<file path="src/rtl/bit_stream_decoder.sv">
// bit_stream_decoder: USB receive-side packet decoder.
// Hunts for SYNC in the de-stuffed bit stream, deserialises the PID and
// payload LSB-first, checks PID complement and CRC5/CRC16, and reports
// each packet as a pkt_rcvd or rcv_err strobe.
// Optional feature: define RX_TIMEOUT_EN to drop a packet after
// TIMEOUT_CYCLES idle cycles (err_code 4).
// Output handshake: pkt_rcvd and rcv_err are registered single-cycle strobes,
// never high together, with no back-pressure; the consumer samples pkt_in or
// err_code in the strobe cycle. pkt_in and err_code hold between strobes.

package bit_stream_decoder_pkg;
  typedef struct packed {
    logic [7:0]  pid;
    logic [6:0]  addr;
    logic [3:0]  endp;
    logic [63:0] data;
  } pkt_t;

  typedef enum logic [2:0] {
    ST_HUNT    = 3'd0,
    ST_PID     = 3'd1,
    ST_TOKEN   = 3'd2,
    ST_DATA    = 3'd3,
    ST_HSK     = 3'd4,
    ST_DISCARD = 3'd5
  } rx_state_t;

  localparam logic [2:0] ERR_PID     = 3'd1;
  localparam logic [2:0] ERR_CRC     = 3'd2;
  localparam logic [2:0] ERR_LEN     = 3'd3;
  localparam logic [2:0] ERR_TIMEOUT = 3'd4;
endpackage

module bit_stream_decoder
  import bit_stream_decoder_pkg::*;
#(
  parameter int TIMEOUT_CYCLES = 255
) (
  input  logic       clk,
  input  logic       rst_L,
  input  logic       bit_in,
  input  logic       bit_valid,
  input  logic       rcv_eop,
  output pkt_t       pkt_in,
  output logic       pkt_rcvd,
  output logic       rcv_err,
  output logic [2:0] err_code,
  output logic       rcv_busy
);

  // Time-ordered 0000_0001 seen through a shift register filled at the MSB.
  localparam logic [7:0]  SYNC_PATTERN = 8'h80;
  localparam logic [4:0]  CRC5_INIT    = 5'h1F;
  localparam logic [4:0]  CRC5_POLY    = 5'h05;
  localparam logic [4:0]  CRC5_GOOD    = 5'b01100;
  localparam logic [15:0] CRC16_INIT   = 16'hFFFF;
  localparam logic [15:0] CRC16_POLY   = 16'h8005;
  localparam logic [15:0] CRC16_GOOD   = 16'h800D;

  rx_state_t   state_q, state_d;
  logic [7:0]  shift_q, shift_d;
  logic [6:0]  bit_cnt_q, bit_cnt_d;
  logic [4:0]  crc5_q, crc5_d;
  logic [15:0] crc16_q, crc16_d;
  logic [63:0] payload_q, payload_d;
  logic [7:0]  pid_q, pid_d;
  logic [2:0]  pend_err_q, pend_err_d;
  pkt_t        pkt_q, pkt_d;
  logic        pkt_rcvd_q, pkt_rcvd_d;
  logic        rcv_err_q, rcv_err_d;
  logic [2:0]  err_code_q, err_code_d;

  logic        timeout_hit;
  logic        take_bit;
  logic [7:0]  shift_in;
  logic [6:0]  bit_cnt_inc;
  logic [6:0]  exp_len;
  logic [4:0]  crc5_nxt;
  logic [15:0] crc16_nxt;
  logic        close_err;
  logic        close_ok;
  logic [2:0]  close_code;

  // Classify a fully received PID byte into the payload state it selects.
  function automatic rx_state_t pid_to_state(input logic [7:0] p);
    rx_state_t s;
    s = ST_DISCARD;
    if (p[7:4] == ~p[3:0]) begin
      case (p[3:0])
        4'h1, 4'h9, 4'hD: s = ST_TOKEN;
        4'h3, 4'hB:       s = ST_DATA;
        4'h2, 4'hA, 4'hE: s = ST_HSK;
        default:          s = ST_DISCARD;
      endcase
    end
    return s;
  endfunction

`ifdef RX_TIMEOUT_EN
  localparam int TO_W = (TIMEOUT_CYCLES < 2) ? 1 : $clog2(TIMEOUT_CYCLES + 1);
  logic [TO_W-1:0] to_cnt_q, to_cnt_d;

  // Idle counter: restarts on any line activity, runs only while a packet is open.
  always_comb begin
    to_cnt_d    = '0;
    timeout_hit = 1'b0;
    if (state_q != ST_HUNT && !bit_valid && !rcv_eop) begin
      if (to_cnt_q + TO_W'(1) == TO_W'(TIMEOUT_CYCLES)) begin
        timeout_hit = 1'b1;
      end else begin
        to_cnt_d = to_cnt_q + TO_W'(1);
      end
    end
  end

  // Idle counter register.
  always_ff @(posedge clk or negedge rst_L) begin
    if (!rst_L) to_cnt_q <= '0;
    else        to_cnt_q <= to_cnt_d;
  end
`else
  // No idle supervision in this build: a packet stays open until rcv_eop.
  assign timeout_hit = 1'b0;
  if (TIMEOUT_CYCLES < 1) begin : g_timeout_unused
  end
`endif

  // Next-state, datapath and strobe generation.
  always_comb begin
    state_d    = state_q;
    shift_d    = shift_q;
    bit_cnt_d  = bit_cnt_q;
    crc5_d     = crc5_q;
    crc16_d    = crc16_q;
    payload_d  = payload_q;
    pid_d      = pid_q;
    pend_err_d = pend_err_q;
    pkt_d      = pkt_q;
    pkt_rcvd_d = 1'b0;
    rcv_err_d  = 1'b0;
    err_code_d = err_code_q;
    close_err  = 1'b0;
    close_ok   = 1'b0;
    close_code = '0;

    // rcv_eop wins over bit_valid in the same cycle.
    take_bit    = bit_valid & ~rcv_eop;
    shift_in    = {bit_in, shift_q[7:1]};
    bit_cnt_inc = (bit_cnt_q == 7'h7F) ? bit_cnt_q : bit_cnt_q + 7'd1;
    crc5_nxt    = {crc5_q[3:0], 1'b0} ^ ((crc5_q[4] ^ bit_in) ? CRC5_POLY : 5'h00);
    crc16_nxt   = {crc16_q[14:0], 1'b0} ^ ((crc16_q[15] ^ bit_in) ? CRC16_POLY : 16'h0000);

    case (state_q)
      ST_TOKEN: exp_len = 7'd16;
      ST_DATA:  exp_len = 7'd80;
      default:  exp_len = 7'd0;
    endcase

    case (state_q)
      ST_HUNT: begin
        // bit_cnt guards against a freshly cleared register counting as seven 0s.
        if (take_bit) begin
          shift_d   = shift_in;
          bit_cnt_d = bit_cnt_inc;
          if (shift_in == SYNC_PATTERN && bit_cnt_q >= 7'd7) begin
            state_d   = ST_PID;
            shift_d   = '0;
            bit_cnt_d = '0;
          end
        end
      end
      ST_PID: begin
        if (rcv_eop) begin
          close_err  = 1'b1;
          close_code = ERR_LEN;
        end else if (take_bit) begin
          shift_d   = shift_in;
          bit_cnt_d = bit_cnt_inc;
          if (bit_cnt_q == 7'd7) begin
            pid_d     = shift_in;
            bit_cnt_d = '0;
            crc5_d    = CRC5_INIT;
            crc16_d   = CRC16_INIT;
            state_d   = pid_to_state(shift_in);
            if (pid_to_state(shift_in) == ST_DISCARD) pend_err_d = ERR_PID;
          end
        end
      end
      ST_TOKEN, ST_DATA, ST_HSK: begin
        if (rcv_eop) begin
          if (bit_cnt_q != exp_len) begin
            close_err  = 1'b1;
            close_code = ERR_LEN;
          end else if ((state_q == ST_TOKEN && crc5_q != CRC5_GOOD) ||
                       (state_q == ST_DATA && crc16_q != CRC16_GOOD)) begin
            close_err  = 1'b1;
            close_code = ERR_CRC;
          end else begin
            close_ok = 1'b1;
          end
        end else if (take_bit) begin
          bit_cnt_d = bit_cnt_inc;
          crc5_d    = crc5_nxt;
          crc16_d   = crc16_nxt;
          if (!bit_cnt_q[6]) payload_d[bit_cnt_q[5:0]] = bit_in;
        end
      end
      ST_DISCARD: begin
        if (rcv_eop) begin
          close_err  = 1'b1;
          close_code = pend_err_q;
        end
      end
      default: state_d = ST_HUNT;
    endcase

    if (timeout_hit) begin
      close_err  = 1'b1;
      close_code = ERR_TIMEOUT;
    end

    if (close_err || close_ok) begin
      state_d   = ST_HUNT;
      shift_d   = '0;
      bit_cnt_d = '0;
    end

    if (close_err) begin
      rcv_err_d  = 1'b1;
      err_code_d = close_code;
    end

    // Fields the PID type does not carry are returned as zero.
    if (close_ok) begin
      pkt_rcvd_d = 1'b1;
      pkt_d      = '0;
      pkt_d.pid  = pid_q;
      if (state_q == ST_TOKEN) begin
        pkt_d.addr = payload_q[6:0];
        pkt_d.endp = payload_q[10:7];
      end
      if (state_q == ST_DATA) begin
        pkt_d.data = payload_q;
      end
    end
  end

  // State and datapath registers; reset aborts any open packet silently.
  always_ff @(posedge clk or negedge rst_L) begin
    if (!rst_L) begin
      state_q    <= ST_HUNT;
      shift_q    <= '0;
      bit_cnt_q  <= '0;
      crc5_q     <= '0;
      crc16_q    <= '0;
      payload_q  <= '0;
      pid_q      <= '0;
      pend_err_q <= '0;
      pkt_q      <= '0;
      pkt_rcvd_q <= 1'b0;
      rcv_err_q  <= 1'b0;
      err_code_q <= '0;
    end else begin
      state_q    <= state_d;
      shift_q    <= shift_d;
      bit_cnt_q  <= bit_cnt_d;
      crc5_q     <= crc5_d;
      crc16_q    <= crc16_d;
      payload_q  <= payload_d;
      pid_q      <= pid_d;
      pend_err_q <= pend_err_d;
      pkt_q      <= pkt_d;
      pkt_rcvd_q <= pkt_rcvd_d;
      rcv_err_q  <= rcv_err_d;
      err_code_q <= err_code_d;
    end
  end

  assign pkt_in   = pkt_q;
  assign pkt_rcvd = pkt_rcvd_q;
  assign rcv_err  = rcv_err_q;
  assign err_code = err_code_q;
  assign rcv_busy = (state_q != ST_HUNT);

endmodule

</file>
<file path="config.mk">
export PLATFORM = sky130hd
export DESIGN_NAME = bit_stream_decoder
export DESIGN_NICKNAME = d
export VERILOG_FILES = /design/src/rtl/bit_stream_decoder.sv
export SDC_FILE = /design/constraint.sdc
export NUM_CORES = 1
export LEC_CHECK = 0
export CORE_MARGIN = 4
export CORE_UTILIZATION = 35
export CTS_BUF_LIST = sky130_fd_sc_hd__clkbuf_16
export CTS_CLUSTER_DIAMETER = 100
export CTS_CLUSTER_SIZE = 16
export DETAILED_ROUTE_END_ITERATION = 10
export PLACE_DENSITY_LB_ADDON = 0.08
export SLEW_MARGIN = 20
export SYNTH_ARGS = -nofsm -noshare
export SYNTH_HDL_FRONTEND = slang
export SYNTH_SLANG_ARGS = --single-unit
</file>
<file path="constraint.sdc">
create_clock -name clk -period 6.3 [get_ports clk]
set_input_delay 0.63 -clock clk [delete_from_list [all_inputs] [get_ports clk]]
set_output_delay 0.63 -clock clk [all_outputs]
set_load 0.03 [all_outputs]
</file>
# Word level (Yosys, flattened, before mapping)
# Memories as Yosys holds them, arrays and structs flattened.
# Cells that the tools add are included.
# totals
inputBits	5
elab_cells	142
out_inout_bits	89
rom_bits	96
register_bits	200
mem_count	2
# op_classes
eq_ne	26
addsub	1
mux	66
n_lt_le_gt_ge	3
n_bitwise	8
n_reduce_logical	21
# memory_table
name	depth	width	read_ports	rd_ports_with_merged_regs	wr	line	rtl
(no name shown)	16	3	1	0	0	89	case (p[3:0])
(no name shown)	16	3	1	0	0	89	
# ops
op	n
2-to-1 mux 16 bit	6
bitwise mux 64 bit	1
2-to-1 mux 64 bit	1
2-to-1 mux 7 bit	9
2-to-1 mux 8 bit	5
2-to-1 mux 3 bit	13
one-hot mux 16 bit (2 select lines)	1
2-to-1 mux 5 bit	5
inequality test 3 bit (second input constant)	7
one-hot mux 7 bit (3 select lines)	1
AND reduction 6 bit	3
inequality test 16 bit (second input constant)	1
one-hot mux 8 bit (2 select lines)	1
bitwise XOR 16 bit	1
one-hot mux 7 bit (2 select lines)	1
2-to-1 mux 1 bit	12
AND reduction 4 bit	3
2-to-1 mux 11 bit	1
inequality test 2 bit (second input constant)	5
one-hot mux 5 bit (2 select lines)	1
equality test 3 bit (second input constant)	3
one-hot mux 3 bit (3 select lines)	1
equality test 8 bit (second input constant)	1
2-to-1 mux 2 bit	4
30 further kinds	38

# Depth between registers and ports, before layout
# Gate-level depths: netlist (run 1).
# logic_depth
word_depth	10
ltp_mapped	10

# Worst setup path after synthesis (run 1)
# OpenSTA, ideal clock, no wires.
# synth_path
path_type	register to register
from	register bit_cnt_q[0]
to	register pkt_q (netlist bit pkt_in[75])
period_less_slack_ns	2.205
slack_ns	4.095
path_stages_with_launch	9
required_ns	6.172
setup_time_ns	0.128
t_arrival_ns	2.077
cell_sequence	dfrtp_1 buf_2 inv_1 ha_1 nor4b_1 nand3_1 nor4_4 buf_4 mux2_1
# synth_between
elab_chain_cells	4
# synth_lines
element	line	rtl
from (decl)	62	logic [6:0] bit_cnt_q, bit_cnt_d;
from (signal assigned)	266	bit_cnt_q <= bit_cnt_d;
inequality test 7 bit	191	if (bit_cnt_q != exp_len) begin
2-to-1 mux 1 bit	191	
2-to-1 mux 1 bit	190	if (rcv_eop) begin
2-to-1 mux 1 bit	159	case (state_q)
to (signal assigned)	272	pkt_q <= pkt_d;
to (decl)	68	pkt_t pkt_q, pkt_d;
# Every way passes these cells.
# A chain may end at the register's enable or synchronous reset.

# Worst setup path in the final report (run 1)
# layout_path
from	register state_q[1]
to	register pkt_q (netlist bit pkt_in[76])
# layout_between
elab_chain_cells	7
elab_cells_between_ends	13
# layout_lines
element	line	rtl
from (decl)	60	rx_state_t state_q, state_d;
from (signal assigned)	264	state_q <= state_d;
branches (longest 6 deep; another with one-hot mux 7 bit (2 select lines))	n/a	
2-to-1 mux 1 bit (*)	159	
# Mark *: on every way between the ends.

==> impl_metrics.py, run 1 <==
metrics = {
    "outcome": {
        "status": "finished clean",
    },
    "floorplan": {
        "rows": 57,
        "ios": 94,
        "core-area_um2": 24530,
        "die-area_um2": 27760,
        "fp.dieW_um": 166.6,
        "die_y_um": 166.6,
        "initial_core_util": 0.3589,
    },
    "pwr": {
        "power_density_nw_per_um2": 321.9,
        "p_leak_nw": 4.743,
        "power_mw": 3.373,
        "vdd_drop_max_uv": 207.1,
    },
    "synth": {
        "ys.flop_type": "dfrtp_1",
        "ys_seq_elements": 198,
        "synth-edff-count": 0,
        "synth_cell_types": 56,
        "ys_seq_area_frac": 0.5627,
        "avgSynthCellArea_um2": 10.28,
        "synth_cells": 857,
        "synth_fp_nets": 867,
        "async_reset_ff_frac": 1.000,
        "netlist_area_um2": 8806,
        "yosys.area.top_type": "dfrtp_1",
        "yosysWarnings": 0,
        "yosys-top-cells-area": "dfrtp_1, mux2_2, nand3_1, o21ai_1, nor2_1",
        "synth_top_area_frac": 0.5627,
    },
    "cts": {
        "cts_made_buffers": 17,
        "postCtsHoldBufs": 0,
        "cts_tree": "yes",
        "cts_buffer_depth": 2,
        "post-cts-setup-buffers": 0,
        "cts_resized": 0,
        "h-tree-depth": 4,
        "insertion_delay_ns": 0.44,
        "path_clk_slew_ns": 0.08,
        "cts_sinks": 198,
        "clockRootBuffer": "clkbuf_16",
    },
    "global_routing": {
        "antenna_found_initial": 0,
        "grt_pass1_wl_mm": 34.07,
        "grt_pass1_vias": 6233,
        "grt_max_degree": 107,
        "grt_overflow": 0,
        "grt_use_total": 0.1512,
    },
    "worst_setup_path": {
        "path_cells": "and3b_2 > buf_4 > xnor2_1 > nand3_1 > nor4_4 > buf_4 > mux2_1",
        "path_depth": 7,
        "critPathMaxStageDelay_ns": 0.65,
        "crit_buf_inv": 2,
        "path_class": "reg2reg",
        "cp_max_fo": 66,
        "worstPathRequired_ns": 6.62,
        "crit_path_start": "state_q[1]",
        "cp_data_arrival_time_ns": 3.68,
        "r2r-start": "state_q[1]",
        "reg2regPathDepth": 7,
        "critPathTopFamily": "buffers and inverters",
        "r2r-end": "pkt_in[76]",
        "cpMostUsedCell": "buf_4",
        "crit_path_end_kind": "flip-flop",
        "cp-endpoint": "pkt_in[76]",
        "critPathLaunchType": "flip-flop",
        "reg2reg_slack_ns": 2.94,
        "cp_slowest_cell": "dfrtp_1",
    },
    "sta": {
        "slew_headroom": 0.3155,
        "period_needed_ns": 3.363,
        "setup_tns_ns": 0,
        "holdWs_ns": 0.1842,
        "slew_violations": 0,
        "setup_viol": 0,
        "max_freq_ghz": 0.2974,
        "fin_crit_sh": 0.5338,
        "grt_setup_unrepaired": "no",
        "finClkSkew_ns": 0.01206,
        "tightest_slew_ns": 1.025,
        "hold_violations": 0,
    },
    "finish": {
        "layout.cells.non_filler": 1257,
        "syn_to_final_growth_pct": 19.00,
        "final_nets": 930,
        "fillers": 2395,
        "mostFrequentLayoutCell": "dfrtp_1",
        "final_core_util": 0.4271,
        "antenna_cells": 0,
        "drive_gt1_frac": 0.1297,
        "final_cell_mix": "dfrtp_1, nor2_1, clkdlybuf4s50_1",
    },
    "detailed_routing": {
        "drcViolationCount": 0,
        "drtIter0Drc": 384,
        "first_pass_iters": 4,
        "vias_per_cell": 4.850,
        "route.final.wire_length_mm": 20.44,
        "antenna_left": 0,
        "vias": 6096,
        "routedWlPerCell_um": 16.26,
    },
    "placed_design": {
        "dp_hpwl_mm": 12.50,
        "gp_congestion": 0.7973,
        "dp_cells": 1225,
        "io_buffer_count": 92,
    },
    "run": {
        "drv_cap": 0,
    },
    "hold_path": {
        "hold_class": "in2async",
    },
}
worst min path at each step:
stage / cells after the start / to
global placement: 2 / pend_err_q[0]
detailed placement: 2 / pend_err_q[0]
floorplan: 0 / bit_cnt_q[0]
CTS: 1 / crc16_q[10]
global route: 1 / crc16_q[10]
finish: 1 / crc16_q[11]
metal layers:
layer | global-route usage | share of wire
met2 | 0.2318 | 0.44
met3 | 0.03626 | 0.033
met4 | 0.03842 | 0.010
met5 | 0 | 0
met1 | 0.2170 | 0.51
final cells by class:
cell class,instances,area (um^2),share of cell area
clock buffers,17,425.4,0.04060
clock inverters,15,155.1,0.01481
inverters,86,322.8,0.03081
multi-input cells,517,3223,0.3076
flip-flops and latches,198,4955,0.4728
well taps,324,405.4,0.03869
repair buffers,100,992.2,0.09469
sequential cells by signal (all words and copies together), names as in the netlist:
register,flops
bit_cnt_q,7
crc16_q,16
crc5_q,5
err_code,2
payload_q,64
pend_err_q,1
pid_q,8
pkt_in,83
pkt_rcvd,1
rcv_err,1
shift_q,7
state_q,3
synthesized netlist by cell type, types with 6 or more instances:
cell,instances
nand3_1,87
buf_2,10
buf_6,9
inv_1,86
nor2_1,97
dfrtp_1,198
a21oi_1,8
a22o_1,9
nor2b_1,7
o21ai_1,74
mux2_1,9
clkbuf_1,32
o21ai_0,33
mux2_2,69
nand2_1,44
xor2_1,6
kinds of logic (layout without fill, tap and decap cells):
group | after synthesis | after routing | synth area share
XOR/XNOR | 11 | 11 | 0.01094
adder cells (fa/ha/maj) | 5 | 5 | 0.007104
buffers and inverters | 142 | 218 | 0.07175
flip-flops | 198 | 198 | 0.5627
AO/OA/AOI/OAI | 152 | 152 | 0.1023
multiplexers | 79 | 79 | 0.1009
AND/OR/NAND/NOR | 269 | 269 | 0.1439
other | 1 | 1 | 0.0004258
report_power, final:
| part | switching, mW | total, mW | internal, mW |
|---|---|---|---|
| Clock | 0.522 | 1.08 | 0.555 |
| Combinational | 0.445 | 0.713 | 0.267 |
| Sequential | 0.163 | 1.58 | 1.42 |
| Total | 1.13 | 3.37 | 2.24 |
stage by stage:
stage | setup WS, ns | cell area [um^2]
3_3_place_gp | 2.941 | 9896
5_1_grt | 2.671 | 10480
4_1_cts | 2.895 | 10480
2_1_floorplan | 4.095 | 8806
3_5_place_dp | 2.891 | 9896
6_report | 2.937 | 10480
(Power assumes the default switching activity.)
==> inputs of run 2 (changes only) <==
- clock period: 6.3 -> 3.1 ns (I/O delays scaled with it)
==> impl_metrics.py, run 2 (same netlist as run 1, synthesis figures left out) <==
metrics = {
    "worst_setup_path": {
        "cp_max_fo": 67,
        "cp_data_arrival_time_ns": 3.06,
        "path_cells": "inv_1 > ha_1 > nor4b_1 > nand3_1 > nor4_4 > buf_12 > buf_4 > nand3_1 > o21ai_1",
        "crit_buf_inv": 3,
        "reg2regPathDepth": 9,
        "crit_path_end_kind": "flip-flop",
        "critPathMaxStageDelay_ns": 0.46,
        "cpMostUsedCell": "nand3_1",
        "path_class": "reg2reg",
        "r2r-start": "bit_cnt_q[1]",
        "crit_path_start": "bit_cnt_q[1]",
        "cp_slowest_cell": "dfrtp_1",
        "critPathTopFamily": "simple AND/OR/NAND/NOR gates",
        "path_depth": 9,
        "critPathLaunchType": "flip-flop",
        "worstPathRequired_ns": 3.46,
    },
    "hold_path": {
        "whs_path_depth": 1,
        "hold_class": "reg2reg",
        "worstHoldStart": "pid_q[3]",
    },
    "sta": {
        "hold_violations": 0,
        "fin_crit_sh": 0.8691,
        "max_freq_ghz": 0.3712,
        "period_needed_ns": 2.694,
        "grt_setup_unrepaired": "no",
        "setup_viol": 0,
        "slew_headroom": 0.5062,
        "finClkSkew_ns": 0.01635,
        "slew_violations": 0,
        "setup_tns_ns": 0,
        "tightest_slew_ns": 0.7407,
        "fin_ws_ns": 0.4058,
    },
    "cts": {
        "cts_made_buffers": 17,
        "cts_buffer_depth": 2,
        "cts_sinks": 198,
        "clockRootBuffer": "clkbuf_16",
        "h-tree-depth": 4,
        "path_clk_slew_ns": 0.08,
        "cts_tree": "yes",
        "insertion_delay_ns": 0.44,
    },
    "finish": {
        "mostFrequentLayoutCell": "dfrtp_1",
        "final_cell_mix": "dfrtp_1, nor2_1, clkdlybuf4s50_1",
        "largest_register_ffs": 83,
        "antenna_cells": 0,
        "final_nets": 942,
        "fillers": 2422,
        "stdcell_area_um2": 10610,
        "drive_gt1_frac": 0.1386,
        "syn_to_final_growth_pct": 20.49,
    },
    "run": {
        "drv_cap": 0,
    },
    "detailed_routing": {
        "first_pass_iters": 4,
        "antenna_left": 0,
        "vias": 6161,
        "drtIter0Drc": 329,
        "routedWlPerCell_um": 15.96,
        "drcViolationCount": 0,
        "route.final.wire_length_mm": 20.25,
        "vias_per_cell": 4.855,
    },
    "floorplan": {
        "core-area_um2": 24530,
        "rows": 57,
        "ios": 94,
        "initial_core_util": 0.3589,
        "die_y_um": 166.6,
        "die-area_um2": 27760,
        "fp.dieW_um": 166.6,
    },
    "global_routing": {
        "grt_max_degree": 88,
        "grt_pass1_vias": 6333,
        "antenna_found_initial": 0,
        "grt_pass1_wl_mm": 34.28,
        "grt_use_total": 0.1502,
        "grt_overflow": 0,
    },
    "pwr": {
        "power_density_nw_per_um2": 647.1,
        "vdd_drop_max_uv": 304.5,
        "p_leak_nw": 4.830,
    },
    "placed_design": {
        "dpl_cell_area_um2": 10020,
        "io_buffer_count": 92,
        "dp_hpwl_mm": 12.77,
        "dp_slack_ns": 0.3539,
        "gp_congestion": 0.7791,
    },
    "outcome": {
        "status": "finished clean",
    },
}
## run 2: area by class of cell
class                           count  area [um^2]  area share
Clock buffer                       17        425.4     0.04009
Clock inverter                     15        158.9     0.01498
Inverter                           86        322.8     0.03042
Multi-Input combinational cell    517         3221      0.3035
Sequential cell                   198         4955      0.4670
Tap cell                          324        405.4     0.03821
Timing Repair Buffer              112         1122      0.1058
## run 2: repair_timing
| item | CTS | global route |
|---|---|---|
| endpoints found under the hold margin | 85 | 0 |
| gates resized for setup | 0 | 0 |
| setup buffers | 0 | 0 |
| hold buffers | 1 | 0 |
## run 2: power by group
| part | total [mW] | internal [mW] | switching, mW | leakage (nW) |
|---|---|---|---|---|
| Sequential | 3.18 | 2.89 | 0.295 | 2.60 |
| Combinational | 1.50 | 0.565 | 0.930 | 1.95 |
| Clock | 2.19 | 1.08 | 1.11 | 0.286 |
| Total | 6.87 | 4.53 | 2.33 | 4.83 |
## run 2: worst register-to-register path: stages, from the launching register on
cell and delay (ns):
dfrtp_1 0.46, inv_1 0.16, ha_1 0.16, nor4b_1 0.42, nand3_1 0.23, nor4_4 0.35
buf_12 0.34, buf_4 0.31, nand3_1 0.10, o21ai_1 0.10
## run 2: metal layers
layer,global-route usage,up-vias,routed length (um)
li1,-,3045,-
met1,0.2184,3016,10340
met2,0.2354,83,9208
met3,0.02536,17,471
met4,0.03735,0,231
met5,0,-,0
## run 2: path summary, 6_finish.rpt
path / to / slack [ns]
max: pkt_in[62] / 0.41
min: pkt_in[78] / 0.49
max reg2reg: pkt_in[62] / 0.41
min reg2reg: pkt_in[78] / 0.49
max in group asynchronous: pkt_in[32] / 1.80
min in group asynchronous: crc16_q[6] / 0.51
## run 2: through the flow
stage / hold WS (ns) / instances / util / power (mW)
floorplan: 0.01441 / 857 / - / 4.140
global placement: 0.4417 / 1236 / 0.4083 / 4.752
detailed placement: 0.4387 / 1236 / 0.4083 / 4.750
CTS: 0.4950 / 1269 / 0.4325 / 6.972
global route: 0.5129 / 1269 / 0.4325 / 7.275
finish: 0.4868 / 1269 / 0.4325 / 6.866
